<file path="src/rtl/call_arbiter.sv">
// Round-robin arbiter sharing one start/done function unit among NREQ requesters.
// Optional WAIT timeout abort is enabled by defining CALL_ARB_TIMEOUT_EN.
module call_arbiter #(
  parameter int unsigned NREQ    = 4,
  parameter int unsigned TIMEOUT = 16
) (
  input  logic              clk,
  input  logic              reset_n,
  input  logic [NREQ-1:0]   req_valid,
  input  logic [NREQ*32-1:0] req_a,
  input  logic [NREQ*32-1:0] req_b,
  output logic [NREQ-1:0]   req_ready,
  output logic [NREQ-1:0]   resp_valid,
  output logic [31:0]       resp_result,
  output logic [NREQ-1:0]   resp_err,
  output logic              busy,
  output logic              f_start,
  output logic [31:0]       f_a,
  output logic [31:0]       f_b,
  input  logic [31:0]       f_result,
  input  logic              f_done
);

  localparam int unsigned DW = 32;
  localparam int unsigned IW = (NREQ > 1) ? $clog2(NREQ) : 1;

  typedef enum logic [1:0] {IDLE, ISSUE, ARM, WAIT} state_t;

  state_t        state;
  logic [IW-1:0] ptr;
  logic [IW-1:0] owner;
  logic [DW-1:0] a_arr [NREQ];
  logic [DW-1:0] b_arr [NREQ];
  logic          gnt_found;
  logic [IW-1:0] gnt_idx;
  logic [IW-1:0] nxt_ptr;
  int unsigned   j;

`ifdef CALL_ARB_TIMEOUT_EN
  localparam int unsigned CW = $clog2(TIMEOUT + 1);
  logic [CW-1:0] cnt;
`endif

  for (genvar g = 0; g < NREQ; g++) begin : g_unpack
    assign a_arr[g] = req_a[DW*g +: DW];
    assign b_arr[g] = req_b[DW*g +: DW];
  end

  // First pending requester at or after ptr, wrapping at NREQ.
  always_comb begin
    gnt_found = 1'b0;
    gnt_idx   = '0;
    j         = 0;
    for (int unsigned k = 0; k < NREQ; k++) begin
      j = (32'(ptr) + k) % NREQ;
      if (!gnt_found && req_valid[IW'(j)]) begin
        gnt_found = 1'b1;
        gnt_idx   = IW'(j);
      end
    end
    nxt_ptr = (gnt_idx == IW'(NREQ - 1)) ? '0 : gnt_idx + IW'(1);
  end

  always_ff @(posedge clk) begin
    if (!reset_n) begin
      state       <= IDLE;
      ptr         <= '0;
      owner       <= '0;
      f_start     <= 1'b0;
      f_a         <= '0;
      f_b         <= '0;
      req_ready   <= '0;
      resp_valid  <= '0;
      resp_result <= '0;
      resp_err    <= '0;
      busy        <= 1'b0;
`ifdef CALL_ARB_TIMEOUT_EN
      cnt         <= '0;
`endif
    end else begin
      f_start    <= 1'b0;
      req_ready  <= '0;
      resp_valid <= '0;
      resp_err   <= '0;
      case (state)
        IDLE: begin
          if (gnt_found) begin
            owner     <= gnt_idx;
            f_a       <= a_arr[gnt_idx];
            f_b       <= b_arr[gnt_idx];
            ptr       <= nxt_ptr;
            f_start   <= 1'b1;
            req_ready <= NREQ'(1) << gnt_idx;
            busy      <= 1'b1;
            state     <= ISSUE;
          end
        end
        ISSUE: state <= ARM;
        // Previous call's done may still be high here, so it is not looked at.
        ARM: begin
          state <= WAIT;
`ifdef CALL_ARB_TIMEOUT_EN
          cnt   <= '0;
`endif
        end
        WAIT: begin
          if (f_done) begin
            resp_result <= f_result;
            resp_valid  <= NREQ'(1) << owner;
            busy        <= 1'b0;
            state       <= IDLE;
          end
`ifdef CALL_ARB_TIMEOUT_EN
          else if (cnt == CW'(TIMEOUT - 1)) begin
            resp_err <= NREQ'(1) << owner;
            busy     <= 1'b0;
            state    <= IDLE;
          end else begin
            cnt <= cnt + CW'(1);
          end
`endif
        end
        default: state <= IDLE;
      endcase
    end
  end

endmodule

</file>
<file path="config.mk">
export PLATFORM = sky130hd
export DESIGN_NAME = call_arbiter
export DESIGN_NICKNAME = d
export VERILOG_FILES = /design/src/rtl/call_arbiter.sv
export SDC_FILE = /design/constraint.sdc
export NUM_CORES = 1
export LEC_CHECK = 0
export ABC_AREA = 1
export CORE_AREA = 5 5 153 155
export CTS_CLUSTER_DIAMETER = 200
export DETAILED_ROUTE_END_ITERATION = 12
export DIE_AREA = 0 0 158 160
export GPL_TIMING_DRIVEN = 0
export PLACE_DENSITY = 0.7
export SKIP_LAST_GASP = 1
export SLEW_MARGIN = 20
export SYNTH_ARGS = -nofsm -noshare
export SYNTH_HDL_FRONTEND = slang
export SYNTH_SLANG_ARGS = --single-unit
</file>
<file path="constraint.sdc">
create_clock -name clk -period 2.04 [get_ports clk]
set_input_delay 0.408 -clock clk [delete_from_list [all_inputs] [get_ports clk]]
set_output_delay 0.408 -clock clk [all_outputs]
set_load 0.02 [all_outputs]
</file>
# Word level (Yosys, flattened, before mapping)
# Cells that the tools add are included.
# Widths: inputs -> output; s select.
dict set report op_classes {
  n_addsub 4
  n_lt_le_gt_ge 5
  n_eq_ne 6
  n_shift 2
  n_mux 30
  bitwise 1
  reduce_logical 15
}
# op count
set op_table {}
lappend op_table {{$bmux 32 s2} 2}
lappend op_table {{$mux 32} 4}
lappend op_table {{$mux 2} 7}
lappend op_table {{$lt 2x3->1 const B} 4}
lappend op_table {{$mux 1} 11}
lappend op_table {{$reduce_and 3->1} 3}
lappend op_table {{$bmux 1 s2} 4}
lappend op_table {{$pmux 2 s4} 1}
lappend op_table {{$reduce_and 2->1} 4}
lappend op_table {{$shl 1x2->4 const A} 2}
lappend op_table {{$eq 2x2->1 const B} 3}
lappend op_table {{$add 2x1->2 const B} 2}
lappend op_table {{$add 2x2->2 const B} 2}
lappend op_table {{$ne 2x2->1 const B} 2}
lappend op_table {{$ge 3x3->1 const B} 1}
lappend op_table {{$logic_and 1x1->1} 3}
lappend op_table {{$logic_not 1->1} 3}
lappend op_table {{$not 2->3} 1}
lappend op_table {{$eq 2x1->1 const B} 1}
lappend op_table {{$logic_not 2->1} 1}
lappend op_table {{$pmux 1 s2} 1}
lappend op_table {{$reduce_bool 2->1} 1}
dict set report word_totals {
  register_bits 112
  inputBits 295
  output_inout_bits 110
  elab_cells 73
}

# Depth between registers and ports, before layout
# Gate-level depths: netlist of the first run.
dict set report depth {
  depth_word 16
  ltp_mapped 17
}

# Least setup slack after synthesis of the first run
# No wires, ideal clock.
dict set report synth_path {
  path_type {flip-flop to flip-flop}
  from {register ptr[0]}
  to {register f_b[23]}
  setup_ns 0.117
  arrival_time_ns 1.726
  required_time_ns 1.923
  slack_ns 0.197
  stages_incl_launch_ff 17
  n_path_buf 3
  period_less_slack_ns 1.843
  cell_sequence {dfxtp_1 buf_4 nand2_1 nand3_1 nand2_2 nor2_2 nand3_1 nand2_2 nand2_4 nand2_2 inv_2 buf_6 buf_6 nand2_1 nand2_1 nor2_1 nor2_1}
}
dict set report synth_via {
  elab_chain_len 16
  word_cells_on_any_way 30
  cone_classes {3 x add/sub; 19 x mux; 1 x bitwise; 7 x reduce/logical}
}
# element line
set synth_lines {}
lappend synth_lines {{start: declaration} 30} ;# logic [IW-1:0] ptr;
lappend synth_lines {{start signal: assignment} 91} ;# ptr <= nxt_ptr;
lappend synth_lines {{branches (longest 16 deep; another with $add 2x1->2)} -}
lappend synth_lines {{end signal: assignment} 90} ;# f_b <= b_arr[gnt_idx];
lappend synth_lines {{end: declaration} 19} ;# output logic [31:0] f_b,
# Several ways; the timed one is not identified. The select of a mux whose other input is x is not followed.
# A chain may end at the register's enable or synchronous reset.

# Final worst setup path of the first run
dict set report layout_path {
  from {register ptr[0]}
  to {register f_a[7]}
}
dict set report layout_via {
  elab_chain_len 16
  word_cells_on_any_way 30
  cone_classes {3 x add/sub; 19 x mux; 1 x bitwise; 7 x reduce/logical}
}
# element line
set layout_lines {}
lappend layout_lines {{branches (longest 16 deep; another with $add 2x1->2)} -}
lappend layout_lines {{end signal: assignment} 89} ;# f_a <= a_arr[gnt_idx];
lappend layout_lines {{end: declaration} 18} ;# output logic [31:0] f_a,
# Several ways; the timed one is not identified. The select of a mux whose other input is x is not followed.

==> results.sh, run 1 <==
export IMPL_hold_viol=0
export IMPL_grtUsageTotal=0.262
export IMPL_clock_latency_ns=0.36
export IMPL_power_mw=22.1
export IMPL_cts_tree="yes"
export IMPL_required_ns=2.31
export IMPL_ys_seq_area_frac=0.346
export IMPL_grt_remaining_overflow=0
export IMPL_syn_inst=1049
export IMPL_period_minus_slack_ns=2.16
export IMPL_rows=54
export IMPL_critPathArrivalTime_ns=2.43
export IMPL_endpoint_kind="register"
export IMPL_hold_class="register to register"
export IMPL_num_io_pins=405
export IMPL_status="finished with violations"
export IMPL_clockBufferDepth=2
export IMPL_grt_max_degree=25
export IMPL_rsz0062_at_grt="yes"
export IMPL_min_period_over_period=1.06
export IMPL_area_growth_pct=93.8
export IMPL_max_freq_ghz=0.462
export IMPL_initial_core_util=0.299
export IMPL_final_antenna_net_count=0
export IMPL_finClkSkew_ns=0.0126
export IMPL_yosysTopAreaCell="dfxtp_1"
export IMPL_dr_pass1_iters=5
export IMPL_finalWeightedCongestion=0.888
export IMPL_synthDistinctLibCells=31
export IMPL_fp_coreArea_um2=21700
export IMPL_hold_slack_ns=0.485
export IMPL_cts_root_buf="clkbuf_16"
export IMPL_cts_buffers=9
export IMPL_p_leak_nw=5.48
export IMPL_layout_nets=1796
export IMPL_drive_above_1_share=0.154
export IMPL_antenna_found_initial=1
export IMPL_viasPerCell=4.89
export IMPL_post_route_util=0.579
export IMPL_worst_pin_slew_ns=0.637
export IMPL_hpwlAfterDp_um=27000
export IMPL_ys_top_cells_by_area="dfxtp_1 (35%), nand2_1 (16%), nand3_1 (12%), nor2_1 (12%), o21ai_0 (6.7%)"
export IMPL_wl_per_cell_um=20.1
export IMPL_yosysMostFrequentCell="nand2_1"
export IMPL_syn_avg_cell_area_um2=6.18
export IMPL_die_w_um=158
export IMPL_ys_warn_count=0
export IMPL_cts_reportedPaths_clkPinSlew_ns=0.10
export IMPL_wirelength_um=35900
export IMPL_crit_fanout=8
export IMPL_io_buffers=400
export IMPL_vias=8726
export IMPL_first_global_vias=8651
export IMPL_drt_initial_drc_count=590
export IMPL_drc=0
export IMPL_synth_common_cells="nand2_1 (279), nor2_1 (201), nand3_1 (155)"
export IMPL_clock_sinks=112
export IMPL_ir_drop_mv=0.802
export IMPL_h_tree_depth=3
export IMPL_setup_violations_final=52
export IMPL_synth_top_area_frac=0.346
export IMPL_powerDensity_nw_per_um2=1760
export IMPL_cp_start_kind="register"
export IMPL_slew_violations=0
export IMPL_synth_seq_cells=112
export IMPL_dieArea_um2=25300
export IMPL_hold_buffers=0
export IMPL_violations="negative setup slack"
export IMPL_crit_type="register to register"
export IMPL_synthArstFlopShare=0
export IMPL_synth_main_ff_cell="dfxtp_1"
export IMPL_die_y_um=160
export IMPL_netlist_area_um2=6480
export IMPL_synth_edff_count=0
export IMPL_drv_cap=0
export IMPL_grt_pass1_wl_um=50700
export IMPL_setup_ws_ns=-0.122
export IMPL_max_slew_margin_rel=0.575
-- logic make-up (layout without fill, tap and decap cells) --
| kind of cell | count (synthesis) | count (layout) | share of synthesized area |
|---|---|---|---|
| simple gates | 691 | 691 | 0.461 |
| buf+inv | 139 | 589 | 0.104 |
| flops | 112 | 112 | 0.346 |
| compound gates | 102 | 102 | 0.0811 |
| fa+ha+maj | 4 | 4 | 0.00773 |
| other cells | 1 | 5 | 0.000579 |
-- routing by layer --
layer / vias to the layer above / part of all wire / GRT usage
li1: 4258 / - / -
met1: 4012 / 0.37 / 0.299
met2: 399 / 0.50 / 0.466
met3: 57 / 0.10 / 0.0736
met4: 0 / 0.029 / 0.0857
met5: - / 0 / 0
-- timing repair --
item | CTS | global route
endpoints found under the setup margin | 70 | 83
gates resized for setup | 148 | 115
cloned | 5 | 8
pin swaps | 17 | 67
setup buffers | 16 | 7
-- registers in the layout (all words and copies together), names as in the netlist --
name and count:
busy 1, f_a 32, f_b 32, f_start 1, owner 2, ptr 2
req_ready 4, resp_result 32, resp_valid 4, state 2
-- cell type report --
cell class	instances	area, um^2
antenna	1	2.50
buffer	80	802
tap	280	350
clock inverter	7	98.8
sequential	112	2250
multi-input combinational	801	4040
clock buffer	9	225
timing repair buffer	434	4550
inverter	59	240
fill	2103	9130
-- final timing paths --
check                                endpoint  slack, ns  cells after the start      from
worst max register to register         f_a[7]      -0.12                     13    ptr[0]
worst max-delay path                   f_a[7]      -0.12                     13    ptr[0]
worst min-delay path            resp_valid[0]       0.49                      1  owner[1]
worst min register to register  resp_valid[0]       0.49                      1  owner[1]
-- through the flow --
| step | instances | setup slack, ns | cell area [um^2] | setup TNS, ns |
|---|---|---|---|---|
| finish | 1783 | -0.122 | 12600 | -2.57 |
| global route | 1783 | -0.237 | 12600 | -10.37 |
| CTS | 1769 | -0.0489 | 11900 | -0.961 |
| detailed placement | 1732 | -0.754 | 10800 | -52.47 |
| global placement | 1732 | -0.737 | 10800 | -50.46 |
| floorplan | 1052 | 0.197 | 6490 | 0 |
-- critical path: stages (launching register included) --
cell and delay (ns):
dfxtp_4 0.40, buf_6 0.13, nand2_4 0.07, nand3_1 0.16, o21ai_4 0.10, a21oi_2 0.17, nand2_2 0.12, nand2_8 0.15
buf_12 0.14, clkinvlp_4 0.21, nand3_1 0.18, nand3_1 0.08, nor2_1 0.09, nor2_1 0.04
-- layout by cell type (no fill, tap or decap), types with 2 or more instances in the layout --
cell type and count:
inv_2 4, clkbuf_1 15, nand3_4 4, nor4_1 2, inv_1 50, inv_12 3, buf_8 17, clkdlybuf4s50_1 396
nand2_4 13, nor3_1 3, conb_1 4, nand3_2 42, buf_4 25, ha_1 4, nand3_1 110, nand4_1 11
buf_12 15, inv_4 2, buf_2 3, clkbuf_16 17, dfxtp_1 110, a21oi_1 4, dfxtp_4 2, clkbuf_4 4
clkbuf_2 5, nand2_2 29, nand2_1 243, dlygate4sd2_1 4, nor2_4 2, buf_6 18, clkinv_8 2, nor2_2 12
nand3b_1 28, nor2_1 190, o21ai_0 83, o21ai_1 9, inv_6 4
-- power by group --
part / switching (mW) / total, mW / leakage [nW] / internal [mW]
Sequential: 0.357 / 3.23 / 0.923 / 2.87
Clock: 1.04 / 1.95 / 0.156 / 0.913
Combinational: 9.30 / 16.9 / 4.40 / 7.63
Total: 10.7 / 22.1 / 5.48 / 11.4
Note: power is estimated with default switching activity, not from simulation.
==> inputs of run 2 (changes only) <==
--- a/config.mk
+++ b/config.mk
@@ -8,6 +8,7 @@
 export ABC_AREA = 1
 export CORE_AREA = 5 5 153 155
 export CTS_CLUSTER_DIAMETER = 200
+export CTS_CLUSTER_SIZE = 20
 export DETAILED_ROUTE_END_ITERATION = 12
 export DIE_AREA = 0 0 158 160
 export GPL_TIMING_DRIVEN = 0
==> constraint.sdc (replaced) <==
create_clock -name clk -period 2.2 [get_ports clk]
set_input_delay 0.44 -clock clk [delete_from_list [all_inputs] [get_ports clk]]
set_output_delay 0.44 -clock clk [all_outputs]
set_load 0.02 [all_outputs]
==> results.sh, run 2 (synthesized netlist as in run 1, its figures left out) <==
export IMPL_wirelength_um=34400
export IMPL_rows=54
export IMPL_switchingPower_mw=9.04
export IMPL_worst_pin_slew_ns=0.690
export IMPL_cts_reportedPaths_clkPinSlew_ns=0.10
export IMPL_setup_violations_final=0
export IMPL_r2r_end="f_a[30]"
export IMPL_wl_per_cell_um=19.5
export IMPL_clock_sinks=112
export IMPL_final_antenna_net_count=0
export IMPL_intPower_mw=8.96
export IMPL_vias=8492
export IMPL_holdPathStages=1
export IMPL_critPathArrivalTime_ns=2.40
export IMPL_required_ns=2.46
export IMPL_powerDensity_nw_per_um2=1530
export IMPL_dieArea_um2=25300
export IMPL_cts_tree="yes"
export IMPL_grt_remaining_overflow=0
export IMPL_grt_pass1_wl_um=49100
export IMPL_p_leak_nw=5.10
export IMPL_num_io_pins=405
export IMPL_final_common_cell="clkdlybuf4s50_1"
export IMPL_finalWeightedCongestion=0.888
export IMPL_finClkSkew_ns=0.0133
export IMPL_hold_end="resp_valid[0]"
export IMPL_swShare=0.502
export IMPL_min_from="owner[1]"
export IMPL_hpwlAfterDp_um=27000
export IMPL_die_w_um=158
export IMPL_setup_tns_ns=0
export IMPL_hold_viol=0
export IMPL_max_slew_margin_rel=0.540
export IMPL_seq_power_share=0.166
export IMPL_status="finished clean"
export IMPL_first_global_vias=8364
export IMPL_cp_start_kind="register"
export IMPL_slew_violations=0
export IMPL_clkPwrFrac=0.100
export IMPL_area_growth_pct=82.0
export IMPL_cts_buffers=9
export IMPL_critPathLaunch="ptr[0]"
export IMPL_crit_fanout=8
export IMPL_fp_coreArea_um2=21700
export IMPL_min_period_over_period=0.971
export IMPL_dr_pass1_iters=5
export IMPL_timing_rr_start="ptr[0]"
export IMPL_grtUsageTotal=0.254
export IMPL_post_route_util=0.544
export IMPL_drv_cap=0
export IMPL_initial_core_util=0.299
export IMPL_reg_largest_list="f_a x32, f_b x32, resp_result x32"
export IMPL_period_minus_slack_ns=2.14
export IMPL_h_tree_depth=3
export IMPL_clockBufferDepth=2
export IMPL_layout_nets=1776
export IMPL_die_y_um=160
export IMPL_drc=0
export IMPL_rsz0062_at_grt="yes"
export IMPL_drt_initial_drc_count=506
export IMPL_layout_common_cells="clkdlybuf4s50_1 (396), nand2_1 (270), nor2_1 (198), nand3_1 (141), dfxtp_1 (110)"
export IMPL_grt_max_degree=25
export IMPL_ir_drop_mv=0.673
export IMPL_drive_above_1_share=0.0972
export IMPL_antenna_found_initial=1
export IMPL_hold_buffers=0
export IMPL_max_freq_ghz=0.468
export IMPL_io_buffers=400
export IMPL_r2r_slack_ns=0.06
export IMPL_hold_class="register to register"
export IMPL_clock_latency_ns=0.37
export IMPL_endpoint_kind="register"
export IMPL_worstRegToRegCells=14
export IMPL_viasPerCell=4.82
export IMPL_cts_root_buf="clkbuf_16"
export IMPL_comb_power_share=0.734
export IMPL_crit_type="register to register"
-- run 2: cell types whose count changed in the layout (fill, tap and decap cells not counted), sizes merged --
cell,previous run,this run
dlymetal6s2s,0,4
bufbuf,1,0
buf,80,63
clkbuf,42,40
dlygate4sd2,4,0
-- run 2: worst max path at each step --
stage / slack, ns / to / depth (start not counted)
2_1_floorplan: 0.36 / f_b[23] / 16
3_3_place_gp: -0.61 / f_b[2] / 15
3_5_place_dp: -0.63 / f_b[2] / 15
4_1_cts: -0.05 / f_b[2] / 15
5_1_grt: -0.05 / f_a[30] / 15
6_report: 0.06 / f_a[30] / 14
-- run 2: timing repair --
action                     in CTS  in global routing
setup buffers                   3                  8
pin swaps                       1                 27
resized for setup              35                119
setup endpoints to repair      65                 70
cloned                          0                  4
-- run 2: power by group through the flow --
| stage | clock network, mW | logic, mW | registers [mW] |
|---|---|---|---|
| finish | 1.80 | 13.2 | 2.99 |
| global route | 1.92 | 14.4 | 3.06 |
| CTS | 1.84 | 11.9 | 2.97 |
| detailed placement | 0 | 11.4 | 3.00 |
| global placement | 0 | 11.3 | 2.98 |
| floorplan | 0 | 6.28 | 3.63 |
-- run 2: critical path, stage by stage (launching register included) --
cell        delay, ns
dfxtp_4          0.38
clkbuf_16        0.16
nand2_2          0.08
nand2_2          0.06
o21ai_2          0.20
inv_2            0.08
nand3_2          0.08
nand2_4          0.08
nand2_8          0.14
buf_12           0.15
clkinvlp_4       0.20
nand3_2          0.16
nand3_2          0.08
nor2_2           0.12
nor2_1           0.04
-- run 2: routing by layer --
metal  global-route usage  routed length [um]
met1                0.289               12900
met3               0.0793                3300
met2                0.451               17600
met5                    0                   0
met4               0.0814                 602
-- run 2: metrics by stage --
| stage | cells | setup slack [ns] | instance area [um^2] | power, mW | hold WS (ns) |
|---|---|---|---|---|---|
| floorplan | 1052 | 0.357 | 6490 | 9.91 | 0.422 |
| global placement | 1732 | -0.609 | 10800 | 14.3 | 0.433 |
| detailed placement | 1732 | -0.626 | 10800 | 14.4 | 0.455 |
| CTS | 1751 | -0.0532 | 11300 | 16.7 | 0.472 |
| global route | 1763 | -0.0540 | 11800 | 19.4 | 0.471 |
| finish | 1763 | 0.0646 | 11800 | 18.0 | 0.485 |
-- run 2: layout make-up --
| type | instances | area, um^2 |
|---|---|---|
| Antenna cell | 1 | 2.50 |
| Buffer | 79 | 693 |
| Clock buffer | 9 | 225 |
| Clock inverter | 7 | 98.8 |
| Fill cell | 2187 | 9900 |
| Inverter | 59 | 233 |
| Multi-Input combinational cell | 801 | 3730 |
| Sequential cell | 112 | 2250 |
| Tap cell | 280 | 350 |
| Timing Repair Buffer | 415 | 4210 |
==> inputs of run 3 (changes only) <==
--- a/config.mk
+++ b/config.mk
@@ -7,12 +7,13 @@
 export LEC_CHECK = 0
 export ABC_AREA = 1
 export CORE_AREA = 5 5 153 155
+export CTS_BUF_LIST = sky130_fd_sc_hd__clkbuf_4 sky130_fd_sc_hd__clkbuf_8
 export CTS_CLUSTER_DIAMETER = 200
 export CTS_CLUSTER_SIZE = 20
 export DETAILED_ROUTE_END_ITERATION = 12
 export DIE_AREA = 0 0 158 160
 export GPL_TIMING_DRIVEN = 0
-export PLACE_DENSITY = 0.7
+export PLACE_DENSITY = 0.76
 export SKIP_LAST_GASP = 1
 export SLEW_MARGIN = 20
 export SYNTH_ARGS = -nofsm -noshare
==> results.sh, run 3 (synthesized netlist as in run 1, its figures left out) <==
export IMPL_status="finished clean"
export IMPL_drt_initial_drc_count=481
export IMPL_crit_buf_inv=3
export IMPL_cts_buffers=9
export IMPL_crit_type="register to register"
export IMPL_wl_per_cell_um=19.4
export IMPL_place_area_um2=10800
export IMPL_comb_power_share=0.754
export IMPL_dieArea_um2=25300
export IMPL_worst_pin_slew_ns=0.570
export IMPL_antenna_found_initial=1
export IMPL_vias=8628
export IMPL_final_antenna_net_count=0
export IMPL_initial_core_util=0.299
export IMPL_grt_pass1_wl_um=48300
export IMPL_fp_coreArea_um2=21700
export IMPL_cts_reportedPaths_clkPinSlew_ns=0.14
export IMPL_cts_tree="yes"
export IMPL_busiest_layer="met2"
export IMPL_max_stage_delay_ns=0.41
export IMPL_period_minus_slack_ns=2.14
export IMPL_area_growth_pct=82.4
export IMPL_clockBufferDepth=2
export IMPL_reg_largest_list="f_a x32, f_b x32, resp_result x32"
export IMPL_layout_nets=1778
export IMPL_clkPwrFrac=0.078
export IMPL_viasPerCell=4.89
export IMPL_p_leak_nw=5.16
export IMPL_cp_cell_sequence="inv_2 -> nand2_1 -> nand2_4 -> nand2_2 -> nand2_4 -> a21oi_2 -> nand2_2 -> nand2_8 -> buf_12 -> clkinvlp_4 -> nand3_2 -> nand3_1 -> nor2_1 -> nor2_1"
export IMPL_grt_max_degree=25
export IMPL_finClkSkew_ns=0.0213
export IMPL_cp_slowest_cell="dfxtp_4"
export IMPL_dr_pass1_iters=5
export IMPL_required_ns=2.50
export IMPL_grt_remaining_overflow=0
export IMPL_powerDensity_nw_per_um2=1510
export IMPL_slew_violations=0
export IMPL_io_buffers=400
export IMPL_drc=0
export IMPL_switchingPower_mw=9.12
export IMPL_hold_viol=0
export IMPL_first_global_vias=8447
export IMPL_setup_tns_ns=0
export IMPL_die_w_um=158
export IMPL_hpwlAfterDp_um=26600
export IMPL_grtUsageTotal=0.250
export IMPL_cts_root_buf="clkbuf_8"
export IMPL_ir_drop_mv=0.763
export IMPL_cp_start_kind="register"
export IMPL_h_tree_depth=3
export IMPL_use_met1=0.276
export IMPL_cpLargestDelayFamily="simple AND/OR/NAND/NOR gates"
export IMPL_drv_cap=0
export IMPL_min_period_over_period=0.975
export IMPL_clock_latency_ns=0.40
export IMPL_hold_class="register to register"
export IMPL_max_slew_margin_rel=0.620
export IMPL_final_common_cell="clkdlybuf4s50_1"
export IMPL_critPathArrivalTime_ns=2.45
export IMPL_rsz0062_at_grt="yes"
export IMPL_seq_power_share=0.168
export IMPL_final_area_um2=11800
export IMPL_intPower_mw=8.69
export IMPL_n_fill_cell=2140
export IMPL_num_io_pins=405
export IMPL_swShare=0.512
export IMPL_die_y_um=160
export IMPL_setup_violations_final=0
export IMPL_drive_above_1_share=0.114
export IMPL_grtUsageMet2=0.448
export IMPL_wirelength_um=34300
export IMPL_crit_fanout=8
export IMPL_gr_usage_met3=0.0709
export IMPL_max_freq_ghz=0.466
export IMPL_clock_sinks=112
export IMPL_rows=54
export IMPL_finalWeightedCongestion=0.951
export IMPL_layout_common_cells="clkdlybuf4s50_1 (396), nand2_1 (258), nor2_1 (194), nand3_1 (135), dfxtp_1 (110)"
export IMPL_endpoint_kind="register"
run 3: cell types whose count changed in the layout (fill, tap and decap cells not counted), moves of 4 or more:
| cell | delta |
|---|---|
| nor2_2 | +4 |
| nand2_1 | -12 |
| nand2_2 | +5 |
| nand3_2 | +5 |
| clkbuf_8 | +9 |
| nand2_4 | +7 |
| buf_8 | -5 |
| nand3_1 | -6 |
| clkbuf_16 | -9 |
| nor2_1 | -4 |
run 3: worst paths after layout:
kind | startpoint | end | slack [ns] | depth (start not counted)
worst max-delay path | ptr[1] | f_a[7] | 0.06 | 14
worst min-delay path | owner[1] | resp_valid[1] | 0.49 | 1
worst max register to register | ptr[1] | f_a[7] | 0.06 | 14
worst min register to register | owner[1] | resp_valid[1] | 0.49 | 1
run 3: area by class of cell:
type | count | area, um^2 | area share
timing repair buffer | 418 | 4260 | 0.360
multi-input combinational | 801 | 3850 | 0.325
sequential | 112 | 2250 | 0.190
buffer | 78 | 659 | 0.0558
tap | 280 | 350 | 0.0296
inverter | 59 | 233 | 0.0197
clock buffer | 9 | 124 | 0.0105
clock inverter | 7 | 98.8 | 0.00836
antenna | 1 | 2.50 | 0.000212
run 3: repair_timing:
item / 4_1_cts / 5_1_grt
endpoints found under the setup margin: 58 / 76
setup buffers: 4 / 10
gates resized for setup: 27 / 147
hold buffers: 0 / 0
pin swaps: 2 / 35
gates cloned: 0 / 4
run 3: metrics by stage:
stage / util / setup WS, ns / hold WS, ns / cells / power, mW
after floorplan: - / 0.357 / 0.422 / 1052 / 9.91
after global placement: 0.500 / -0.549 / 0.436 / 1732 / 14.3
after detailed placement: 0.500 / -0.600 / 0.467 / 1732 / 14.3
after CTS: 0.515 / -0.0243 / 0.488 / 1752 / 16.2
after global routing: 0.545 / -0.0742 / 0.516 / 1765 / 19.1
final: 0.545 / 0.0557 / 0.492 / 1765 / 17.8
run 3: layer usage:
layer	up-vias	routed length, um
met3	59	3360
met4	0	1140
met5	-	0
met2	417	17200
li1	4214	-
met1	3938	12600
run 3: power by group through the flow:
stage | sequential, mW | clock, mW | combinational (mW)
3_3_place_gp | 2.99 | 0 | 11.3
4_1_cts | 2.97 | 1.42 | 11.8
5_1_grt | 3.06 | 1.51 | 14.5
6_report | 3.00 | 1.39 | 13.4
3_5_place_dp | 3.01 | 0 | 11.3
2_1_floorplan | 3.63 | 0 | 6.28
